==> config.mk <==
export PLATFORM = sky130hd
export DESIGN_NAME = demux_seq_flat
export DESIGN_NICKNAME = d
export VERILOG_FILES = /design/src/rtl/demux_pkg.sv /design/src/rtl/demux_seq_if.sv /design/src/rtl/demux_seq_onehot_decode.sv /design/src/rtl/demux_seq.sv /design/src/flat_wrapper.sv
export SDC_FILE = /design/constraint.sdc
export NUM_CORES = 1
export LEC_CHECK = 0
export CORE_UTILIZATION = 43
export CTS_CLUSTER_SIZE = 24
export DETAILED_ROUTE_END_ITERATION = 10
export HOLD_SLACK_MARGIN = 0.12
export PLACE_DENSITY = 0.78
export SLEW_MARGIN = 10
export SYNTH_ARGS = -nofsm -noshare
export SYNTH_HDL_FRONTEND = slang
export SYNTH_HIERARCHICAL = 1
export SYNTH_SLANG_ARGS = --single-unit
export TNS_END_PERCENT = 30
==> constraint.sdc <==
create_clock -name clk -period 2.2 [get_ports clk]
set_input_delay 0.44 -clock clk [delete_from_list [all_inputs] [get_ports clk]]
set_output_delay 0.44 -clock clk [all_outputs]
set_load 0.02 [all_outputs]
==> src/rtl/demux_pkg.sv <==
// rtl/demux_pkg.sv - shared state encoding, default widths and clog2 helper for demux_seq
package demux_pkg;

  localparam logic [0:0] ST_IDLE = 1'b0;
  localparam logic [0:0] ST_HOLD = 1'b1;

  localparam int DEF_N_OUT       = 8;
  localparam int DEF_DATA_W      = 8;
  localparam int DEF_TIMEOUT_CYC = 16;

  function automatic int clog2(input int n);
    int r;
    r = 0;
    for (int i = 0; i < 31; i++) begin
      if ((1 << i) < n) r = i + 1;
    end
    return r;
  endfunction

endpackage

==> src/rtl/demux_seq_if.sv <==
// rtl/demux_seq_if.sv - producer-side and channel-side handshake bundle of demux_seq
interface demux_seq_if
  import demux_pkg::*;
#(
  parameter int N_OUT  = DEF_N_OUT,
  parameter int DATA_W = DEF_DATA_W,
  localparam int SEL_W = clog2(N_OUT)
);

  logic              in_valid;
  logic              in_ready;
  logic [SEL_W-1:0]  in_sel;
  logic [DATA_W-1:0] in_data;
  logic [N_OUT-1:0]  out_valid;
  logic [N_OUT-1:0]  out_ready;
  logic [DATA_W-1:0] out_data;

  modport master (
    output in_valid, in_sel, in_data, out_ready,
    input  in_ready, out_valid, out_data
  );

  modport slave (
    input  in_valid, in_sel, in_data, out_ready,
    output in_ready, out_valid, out_data
  );

endinterface

==> src/rtl/demux_seq_onehot_decode.sv <==
// rtl/demux_seq_onehot_decode.sv - select to one-hot decoder with an in-range flag for non-power-of-two N_OUT
module onehot_decode #(
  parameter int N_OUT = 8,
  parameter int SEL_W = 3
) (
  input  logic [SEL_W-1:0] sel,
  output logic [N_OUT-1:0] onehot,
  output logic             in_range
);

  localparam logic [SEL_W:0] N_LIM = (SEL_W + 1)'(N_OUT);

  assign in_range = ({1'b0, sel} < N_LIM);

  always_comb begin
    onehot = '0;
    for (int i = 0; i < N_OUT; i++) begin
      onehot[i] = (sel == SEL_W'(i));
    end
  end

endmodule

==> src/rtl/demux_seq.sv <==
// rtl/demux_seq.sv - registered 1-to-N_OUT demux, addressed or scan routing; DEMUX_TIMEOUT_EN adds a HOLD timeout
module demux_seq
  import demux_pkg::*;
#(
  parameter int N_OUT       = DEF_N_OUT,
  parameter int DATA_W      = DEF_DATA_W,
  parameter int TIMEOUT_CYC = DEF_TIMEOUT_CYC,
  localparam int SEL_W      = clog2(N_OUT)
) (
  input  logic             clk,
  input  logic             rst_n,
  input  logic             mode,
  demux_seq_if.slave       bus,
  output logic [SEL_W-1:0] cur_sel,
  output logic             sel_err,
  output logic             timeout
);

  logic [0:0]       state;
  logic [SEL_W-1:0] scan_ptr;
  logic [SEL_W-1:0] hold_sel;
  logic [SEL_W-1:0] tgt;
  logic [N_OUT-1:0] tgt_oh;
  logic             tgt_ok;
  logic             deliver;
  logic             accept;
  logic             load;
  logic             expire;

  // out_valid is one-hot on hold_sel, so this equals out_ready[hold_sel] while holding
  assign deliver      = (state == ST_HOLD) && (|(bus.out_valid & bus.out_ready));
  assign bus.in_ready = (state == ST_IDLE) || deliver;
  assign accept       = bus.in_valid && bus.in_ready;
  assign tgt          = mode ? scan_ptr : bus.in_sel;
  assign load         = accept && tgt_ok;
  assign cur_sel      = (state == ST_HOLD) ? hold_sel : scan_ptr;

  onehot_decode #(
    .N_OUT (N_OUT),
    .SEL_W (SEL_W)
  ) u_tgt_dec (
    .sel      (tgt),
    .onehot   (tgt_oh),
    .in_range (tgt_ok)
  );

`ifdef DEMUX_TIMEOUT_EN
  localparam int TW = clog2(TIMEOUT_CYC) + 1;

  logic [TW-1:0] hold_cnt;

  assign expire = (state == ST_HOLD) && !deliver && (hold_cnt == TW'(TIMEOUT_CYC - 1));

  always_ff @(posedge clk or negedge rst_n) begin
    if (!rst_n) begin
      hold_cnt <= '0;
    end else if ((state != ST_HOLD) || deliver || expire) begin
      hold_cnt <= '0;
    end else begin
      hold_cnt <= hold_cnt + 1'b1;
    end
  end
`else
  // constant 0; the comparison only keeps TIMEOUT_CYC referenced in the counter-less build
  assign expire = 1'b0 & (TIMEOUT_CYC == 0);
`endif

  always_ff @(posedge clk or negedge rst_n) begin
    if (!rst_n) begin
      state         <= ST_IDLE;
      bus.out_valid <= '0;
      bus.out_data  <= '0;
      scan_ptr      <= '0;
      hold_sel      <= '0;
      sel_err       <= 1'b0;
      timeout       <= 1'b0;
    end else begin
      sel_err <= accept && !tgt_ok;
      timeout <= expire;
      if (accept && mode) begin
        scan_ptr <= (scan_ptr == SEL_W'(N_OUT - 1)) ? '0 : scan_ptr + 1'b1;
      end
      if (load) begin
        state         <= ST_HOLD;
        bus.out_valid <= tgt_oh;
        bus.out_data  <= bus.in_data;
        hold_sel      <= tgt;
      end else if (deliver || expire) begin
        state         <= ST_IDLE;
        bus.out_valid <= '0;
      end
    end
  end

endmodule

==> src/flat_wrapper.sv <==
// flat-port wrapper written by rule: the top's interface ports become plain ports
module demux_seq_flat import demux_pkg::*;
#(
  parameter int N_OUT       = DEF_N_OUT,
  parameter int DATA_W      = DEF_DATA_W,
  parameter int TIMEOUT_CYC = DEF_TIMEOUT_CYC,
  localparam int SEL_W      = clog2(N_OUT)
)
  (clk, rst_n, mode, cur_sel, sel_err, timeout, bus_in_valid, bus_in_sel, bus_in_data, bus_out_ready, bus_in_ready, bus_out_valid, bus_out_data);
  demux_seq_if #(.N_OUT(N_OUT), .DATA_W(DATA_W)) bus_i ();
  input  logic clk;
  input  logic rst_n;
  input  logic mode;
  output logic [SEL_W-1:0] cur_sel;
  output logic sel_err;
  output logic timeout;
  input wire logic [$bits(bus_i.in_valid)-1:0] bus_in_valid;
  input wire logic [$bits(bus_i.in_sel)-1:0] bus_in_sel;
  input wire logic [$bits(bus_i.in_data)-1:0] bus_in_data;
  input wire logic [$bits(bus_i.out_ready)-1:0] bus_out_ready;
  output wire logic [$bits(bus_i.in_ready)-1:0] bus_in_ready;
  output wire logic [$bits(bus_i.out_valid)-1:0] bus_out_valid;
  output wire logic [$bits(bus_i.out_data)-1:0] bus_out_data;
  assign bus_i.in_valid = bus_in_valid;
  assign bus_i.in_sel = bus_in_sel;
  assign bus_i.in_data = bus_in_data;
  assign bus_i.out_ready = bus_out_ready;
  assign bus_in_ready = bus_i.in_ready;
  assign bus_out_valid = bus_i.out_valid;
  assign bus_out_data = bus_i.out_data;
  demux_seq #(.N_OUT(N_OUT), .DATA_W(DATA_W), .TIMEOUT_CYC(TIMEOUT_CYC)) u_core (.clk(clk), .rst_n(rst_n), .mode(mode), .bus(bus_i), .cur_sel(cur_sel), .sel_err(sel_err), .timeout(timeout));
endmodule
==> results of run 1 <==
[final cells by class]
cell class | instances | area (um2) | share of cell area
timing repair buffer | 48 | 462.9 | 0.2751
tap | 30 | 37.54 | 0.02230
multi-input combinational | 54 | 558.0 | 0.3316
clock buffer | 3 | 22.52 | 0.01338
sequential | 24 | 601.8 | 0.3576
[through the flow]
stage,TNS [ps],instance area [um2],hold WS (ps)
5_1_grt,0,1683,506.8
2_1_floorplan,0,1194,144.4
4_1_cts,0,1684,494.0
3_5_place_dp,-1509,1659,496.2
6_report,0,1683,481.6
3_3_place_gp,-904.3,1659,487.2
[cell families (layout without fill, tap and decap cells)]
kind of cell | after synthesis | count (layout) | share of synthesized area
flops | 24 | 24 | 0.5031
mux | 20 | 20 | 0.1950
compound gates | 15 | 15 | 0.1572
simple gates | 15 | 15 | 0.08385
buf+inv | 6 | 51 | 0.03354
fa+ha+maj | 2 | 2 | 0.02096
other cells | 2 | 2 | 0.006292
[worst max-delay path: cells and delay by family (launching register included)]
kind | cells | cell delay, ps
buffers and inverters | 1 | 540
flip-flops | 1 | 490
multiplexers | 1 | 360
[flip-flops by register name, summed over array words and instances, names as in the netlist]
register and count:
u_core/hold_sel 3, u_core/bus.out_valid 8, u_core/state 1, u_core/bus.out_data 8, u_core/scan_ptr 3, u_core/sel_err 1
[synthesized netlist by cell type, types with 2 or more instances]
cell and n:
sky130_fd_sc_hd__nor3b_1 3, sky130_fd_sc_hd__mux2_4 2, sky130_fd_sc_hd__dfrtp_1 24, sky130_fd_sc_hd__nand2_1 3, sky130_fd_sc_hd__a22o_1 2, sky130_fd_sc_hd__buf_2 2, sky130_fd_sc_hd__conb_1 2, sky130_fd_sc_hd__a32o_1 8
sky130_fd_sc_hd__a221oi_4 2, sky130_fd_sc_hd__buf_4 2, sky130_fd_sc_hd__mux2_2 18, sky130_fd_sc_hd__ha_1 2, sky130_fd_sc_hd__and3b_2 3
[worst paths after layout]
kind                                          from                       to  slack, ps  cells past startpoint
max                                   u_core/state               cur_sel[0]         70                      2
min                                          rst_n  u_core/bus.out_valid[1]        480                      2
max reg2reg                u_core/bus.out_valid[6]  u_core/bus.out_valid[5]        320                      6
min reg2reg                     u_core/hold_sel[2]       u_core/hold_sel[2]        520                      1
max in group asynchronous                    rst_n             u_core/state       1460                      2
min in group clk                u_core/hold_sel[2]       u_core/hold_sel[2]        520                      1
[metal layers]
| layer | track usage | vias to the layer above |
|---|---|---|
| li1 | - | 412 |
| met1 | 0.2401 | 418 |
| met2 | 0.2952 | 33 |
| met3 | 0.05556 | 0 |
| met4 | 0.03846 | 0 |
| met5 | 0 | - |
[power by group]
group	switching [uW]	leakage [uW]	internal, uW	total (uW)
Combinational	643	0.000390	760	1400
Clock	121	0.0000138	63.8	184
Sequential	173	0.000299	645	818
==> run summary, run 1 <==
The share of synthesized registers carrying an async set or reset is 1.000, and the count of endpoints failing setup in the final report is 0. In this run, the number of DRC markers left after iteration 0 of detailed routing was 7. The analysis attributes to cell leakage a power of 0.0007032 uW. The least setup slack across all paths after layout came out at 71.48 ps. 45 I/O pins were placed. Summed over all layers, the global routing overflow is 0.

Summed over all instances, the cell type with the most area after synthesis is sky130_fd_sc_hd__dfrtp_1. After synthesis, the cell types taking the most area are sky130_fd_sc_hd__dfrtp_1 50%, sky130_fd_sc_hd__mux2_2 17%, sky130_fd_sc_hd__a32o_1 6.7%, sky130_fd_sc_hd__a221oi_4 4.4%, sky130_fd_sc_hd__and3b_2 2.5%. The top-area cell type share of the netlist area came out at 0.5031. The initial antenna violation count is 0, and the antenna violation net count after detailed routing is 0. At the pin with the least slew margin, the transition time is 512.1 ps. Synthesis produced a netlist whose cell count is 84. Number of hold-slack violations in the final timing report: 0. The kind of critical path is flip-flop to output pin. The run gives 4 as the first-pass iteration count of the detailed router. Clock-pin slew was measured on the worst setup and hold paths at 120 ps.

The run gives 0 as the number of remaining DRC errors. The flow ran to the end, and the final reports show no timing, DRC or antenna violations. In this run, synthesis inferred 0 flip-flops with an integrated enable.

In this run, placement finished with an instance count of 156. Wires add up to 2431 um. At the placement stage, the worst setup path has a slack of -261.1 ps. The number of post-CTS setup repair buffers is 0. TritonCTS built the clock tree.

For the total clock buffers created by CTS, the log shows 3. Walking the worst path, the cells encountered are mux2_2 -> clkdlybuf4s50_1. The signal arrival time at the worst endpoint is 1690 ps.

The highest layer touched by signal routing is met3. The count of different cell masters after synthesis was 24. For the share of the yosys chip area belonging to registers, the log shows 0.5031. The run gives 0 as the number of buffers inserted by hold repair at cts. Leaving out fill and tap cells, the most frequent cell in the layout is sky130_fd_sc_hd__clkdlybuf4s50_1. The number of sinks on the clock net came out at 24. Static timing analysis puts the maximum clock frequency at 469.8 MHz. The number of antenna diodes in the final layout is 0. Measured along the x axis, the die boundary spans 54.69 um. Compared with the post-synthesis result, the final layout area differs by 40.98%.

The total area inside the core boundary comes to 2545 um2. Max-cap violations in this run came to 0. The headroom to the max-slew limit came out at 0.6586. Each instance of the synthesized netlist takes up on average 14.21 um2. Number of vias per cell after detailed routing: 5.428. The min-delay analysis places its worst path in the category primary input to asynchronous set/reset pin.

Effective utilization at floorplan: 0.4690. Once the clock tree was built, the resizer swapped 4 gates to a different size. The floorplan has 18 rows. At the later pin of the worst-skew pair, clock insertion delay measures 300 ps. The floorplan step defined a die boundary enclosing 2990 um2.

The proportion of layout cells with a drive suffix above 1 came out at 0.3101. The met2 wirelength from detailed routing was 1137 um. The share of the cycle needed by the critical path after routing works out to 0.9675. The routability-driven placement congestion ratio was 0.7210. After synthesis the netlist holds a flip-flop and latch count of 24. Counting the fill cells in the layout gives 203. Entering global routing, the biggest net connects 25 pins. Average wire length per cell after detail routing: 15.29 um. For this design, the slowest cell found on the critical path is sky130_fd_sc_hd__clkdlybuf4s50_1.

The number of warnings printed during yosys synthesis was 6. For the half-perimeter wire length after detailed placement, the log shows 1787 um. In the layout the commonest cells are 42 x sky130_fd_sc_hd__clkdlybuf4s50_1, 23 x sky130_fd_sc_hd__dfrtp_1, 18 x sky130_fd_sc_hd__mux2_2. The critical-path maximum fanout is 8.

From bottom edge to top edge, the die measures 54.69 um. The number of pins exceeding their max-slew limit in the final report came out at 0. The time the worst path needs with I/O delays and setup is 2129 ps, and the cell area power density is 1429 nW/um2. The net count of the mapped netlist was 109. The first global-routing pass estimated 3850 um of wire. The maximum clock skew at final layout was 5.588 ps; the worst voltage drop across the vdd grid was 0.0008168 V. No sink is reached through more buffers than the 2 on the longest clock path. Setup repair after global routing left no endpoint under its margin. For this run, the slowest stage of the critical path takes 540 ps.

For the post-layout instance count excluding filler cells, the log shows 159. In the final design database the tool counted 156 nets. For this block, wires on met1 add up to 1112 um.

The H-tree depth reported by CTS is 1, and the utilization of the core after routing is 0.6613. The run gives 863 as the total via count in the routed design. The worst setup path is launched from a flip-flop.

At the worst endpoint, the required time is 1760 ps. The predominant post-synthesis flop cell was sky130_fd_sc_hd__dfrtp_1. Summing every instance area after synthesis gives 1194 um2.

CTS placed an instance of sky130_fd_sc_hd__clkbuf_4 at the clock tree root. The number of global-route vias before repair came out at 842. Nature of the critical path endpoint: an output pin. The met3 wirelength from detailed routing is 181 um, and the power after layout is 2406 uW. Buffers placed on the I/O ports in this run total 43. All-layer global routing usage: 0.1832.
Power figures use the tool's default switching activity.
==> run 2, diff against run 1 <==
--- a/config.mk
+++ b/config.mk
@@ -5,11 +5,13 @@
 export SDC_FILE = /design/constraint.sdc
 export NUM_CORES = 1
 export LEC_CHECK = 0
+export CORE_MARGIN = 5
 export CORE_UTILIZATION = 43
 export CTS_CLUSTER_SIZE = 24
 export DETAILED_ROUTE_END_ITERATION = 10
 export HOLD_SLACK_MARGIN = 0.12
 export PLACE_DENSITY = 0.78
+export SKIP_CTS_REPAIR_TIMING = 1
 export SLEW_MARGIN = 10
 export SYNTH_ARGS = -nofsm -noshare
 export SYNTH_HDL_FRONTEND = slang
==> run summary, run 2 (same netlist as run 1, synthesis figures left out) <==
The cell row count was 19 (+1). The logs give 2710 um2 (+6.5%) for the placeable core area and 2165 um (+21%) for the half-perimeter wire length after detailed placement. The run gives 4 (unchanged) as the first-pass iteration count of the detailed router. The logs give 1760 ps (about the same) for the critical path required time and 45 (unchanged) for the number of ports placed on the die boundary.

The slowest stage of the critical path is the sky130_fd_sc_hd__clkdlybuf4s50_1 cell. The logs give 2 (unchanged) for the maximum number of buffers from clock root to sink and 0.4404 (-0.02858) for the effective utilization at floorplan. The run gives 1 (unchanged) as the H-tree depth reported by CTS.

Number of hold-slack violations in the final timing report: 0 (unchanged). Utilization of the core after routing: 0.6408 (-0.02045). The total inserted antenna cells was 0 (unchanged); the met2 layer usage reported by global route was 0.2707 (-0.02446). The run gives 157 (+0.64%) as the number of nets in the layout. For the aggregate negative setup slack, the log shows 0 ps (unchanged). In the layout the commonest cells are 39 x sky130_fd_sc_hd__clkdlybuf4s50_1, 23 x sky130_fd_sc_hd__dfrtp_1, 18 x sky130_fd_sc_hd__mux2_2. The logs give 162 (+1.9%) for the post-layout instance count excluding filler cells and 25 (unchanged) for the maximum number of pins on one net before global-route repair. STA classifies the critical path startpoint as a primary input. Cell area power density: 1476 nW/um2 (+3.3%).

The maximum clock skew at final layout is 4.979 ps (-0.6084 ps), and the met3 layer usage reported by global route is 0.05216 (-0.003397). The number of max-cap violations came out at 0 (unchanged). The run gives 24 (unchanged) as the number of sinks on the clock net. The tools report the number of pins exceeding their max-slew limit in the final report as 0 (unchanged). In this run the worst hold path is classified as primary input to asynchronous set/reset pin.

Leaving out fill and tap cells, the most frequent cell in the layout is sky130_fd_sc_hd__clkdlybuf4s50_1. The number of inserted filler cells in the final layout was 229 (+13%). The logs give 0.1527 (-0.03056) for the all-layer global routing usage and 2809 um (+16%) for the aggregate routed wire length. The run gives 158 (+1.3%) as the number of instances in the placed design. The signal on the critical path passes through clkdlybuf4s50_1 -> a22o_1 -> a221oi_4 -> nand3_1 -> clkbuf_2. The clock-pin slew on the worst setup and hold paths came out at 140 ps (+20 ps).

The number of vias per cell after detailed routing is 5.488 (+1.1%), and the delay contributed by the slowest stage of the critical path is 400 ps (-140 ps). The share of the cycle needed by the critical path after routing is 0.9594 (-0.008111). Root cell of the clock tree: sky130_fd_sc_hd__clkbuf_4.

The achievable clock frequency is 473.8 MHz (+0.85%). The flow ran to the end, and the final reports show no timing, DRC or antenna violations. TritonCTS built the clock tree.

STA classifies the critical path endpoint as an output pin. Setup repair after global routing left no endpoint under its margin. The leakage power was 0.0007542 uW (+7.3%). The number of remaining DRC errors was 0 (unchanged). For the worst voltage drop across the vdd grid, the log shows 0.0009604 V (+18%). The tools report the routability-driven placement congestion ratio as 0.7293 (+1.2%). The critical-path maximum fanout was 3 (-5); the total congestion overflow was 0 (unchanged). The total clock buffers created by CTS came out at 3 (unchanged). The count of endpoints failing setup in the final report was 0 (unchanged); the clock latency reported for the late side of the worst-skew pair was 320 ps (+20 ps). The vertical die dimension was 62.69 um (+15%).

Floorplan die width: 62.69 um (+15%). The fraction of met1 tracks used by global routing was 0.1803 (-0.05980). The wire length of the first global-routing pass is 4857 um (+26%). The number of global-route vias before repair is 996 (+18%). The busiest layer in global routing was met2. The worst setup path is of the primary input to output pin kind. Number of design-rule violations left by the first detailed-router iteration: 45 (+38).

The count of buffers inserted at the top-level ports was 43 (unchanged); the total via count in the routed design was 889 (+3.0%). The initial antenna violation count is 0 (unchanged). The power after layout was 2563 uW (+6.6%). The largest registers in the layout are u_core/bus.out_data x8, u_core/bus.out_valid x8. The average wire length per cell after detail routing is 17.34 um (+13%).

Signal arrival time at the worst endpoint: 1670 ps (-20 ps). Relative to the synthesized area, the layout overhead comes to 45.49%. The tools report the antenna violation net count after detailed routing as 0 (unchanged). The proportion of layout cells with a drive suffix above 1 is 0.3130 (+0.002900), and the time the worst path needs with I/O delays and setup is 2111 ps (-17.85 ps). Die area: 3929 um2 (+31%).
-- run 2: report_power, final --
group	internal [uW]	switching [uW]	total (uW)
logic	766	662	1430
clock network	184	138	322
registers	645	168	813
total	1600	968	2560
-- run 2: worst paths after layout --
check	slack (ps)	to	from	depth (start not counted)
setup / recovery	90	bus_in_ready	bus_out_ready[4]	5
hold / removal	450	u_core/bus.out_data[5]	rst_n	2
setup reg to reg	350	u_core/bus.out_valid[4]	u_core/bus.out_valid[4]	7
hold reg to reg	520	u_core/hold_sel[1]	u_core/hold_sel[1]	1
max in group asynchronous	1490	u_core/state	rst_n	2
min in group clk	520	u_core/hold_sel[1]	u_core/hold_sel[1]	1
-- run 2: cell type report --
cell class,count,area (um2),share of cell area
repair buffers,49,490.5,0.2824
clock inverters,1,30.03,0.01729
clock buffers,3,22.52,0.01297
well taps,31,38.79,0.02233
flip-flops and latches,24,601.8,0.3465
multi-input cells,54,553.0,0.3184
-- run 2: stage by stage --
stage / area, um2 / hold WS, ps / setup slack (ps)
finish: 1737 / 450.9 / 89.32
global route: 1737 / 459.5 / 27.98
CTS: 1733 / 448.3 / -310.7
detailed placement: 1680 / 493.5 / -292.0
global placement: 1680 / 485.6 / -247.2
floorplan: 1194 / 144.4 / 424.0
-- run 2: critical path: cells and delay by family --
family | cells | cell delay (ps)
AND/OR/NAND/NOR | 1 | 170
buffers and inverters | 2 | 590
AO/OA/AOI/OAI | 2 | 470
-- run 2: metal layers --
metal	part of all wire	vias to the layer above
li1	-	409
met1	0.37	440
met2	0.54	36
met3	0.078	4
met4	0.012	0
met5	0	-
==> run 3, diff against run 2 <==
--- a/config.mk
+++ b/config.mk
@@ -5,6 +5,7 @@
 export SDC_FILE = /design/constraint.sdc
 export NUM_CORES = 1
 export LEC_CHECK = 0
+export ABC_AREA = 0
 export CORE_MARGIN = 5
 export CORE_UTILIZATION = 43
 export CTS_CLUSTER_SIZE = 24
==> results of run 3 <==
No change in the layout: final DEF, timing and power equal those of run 2.
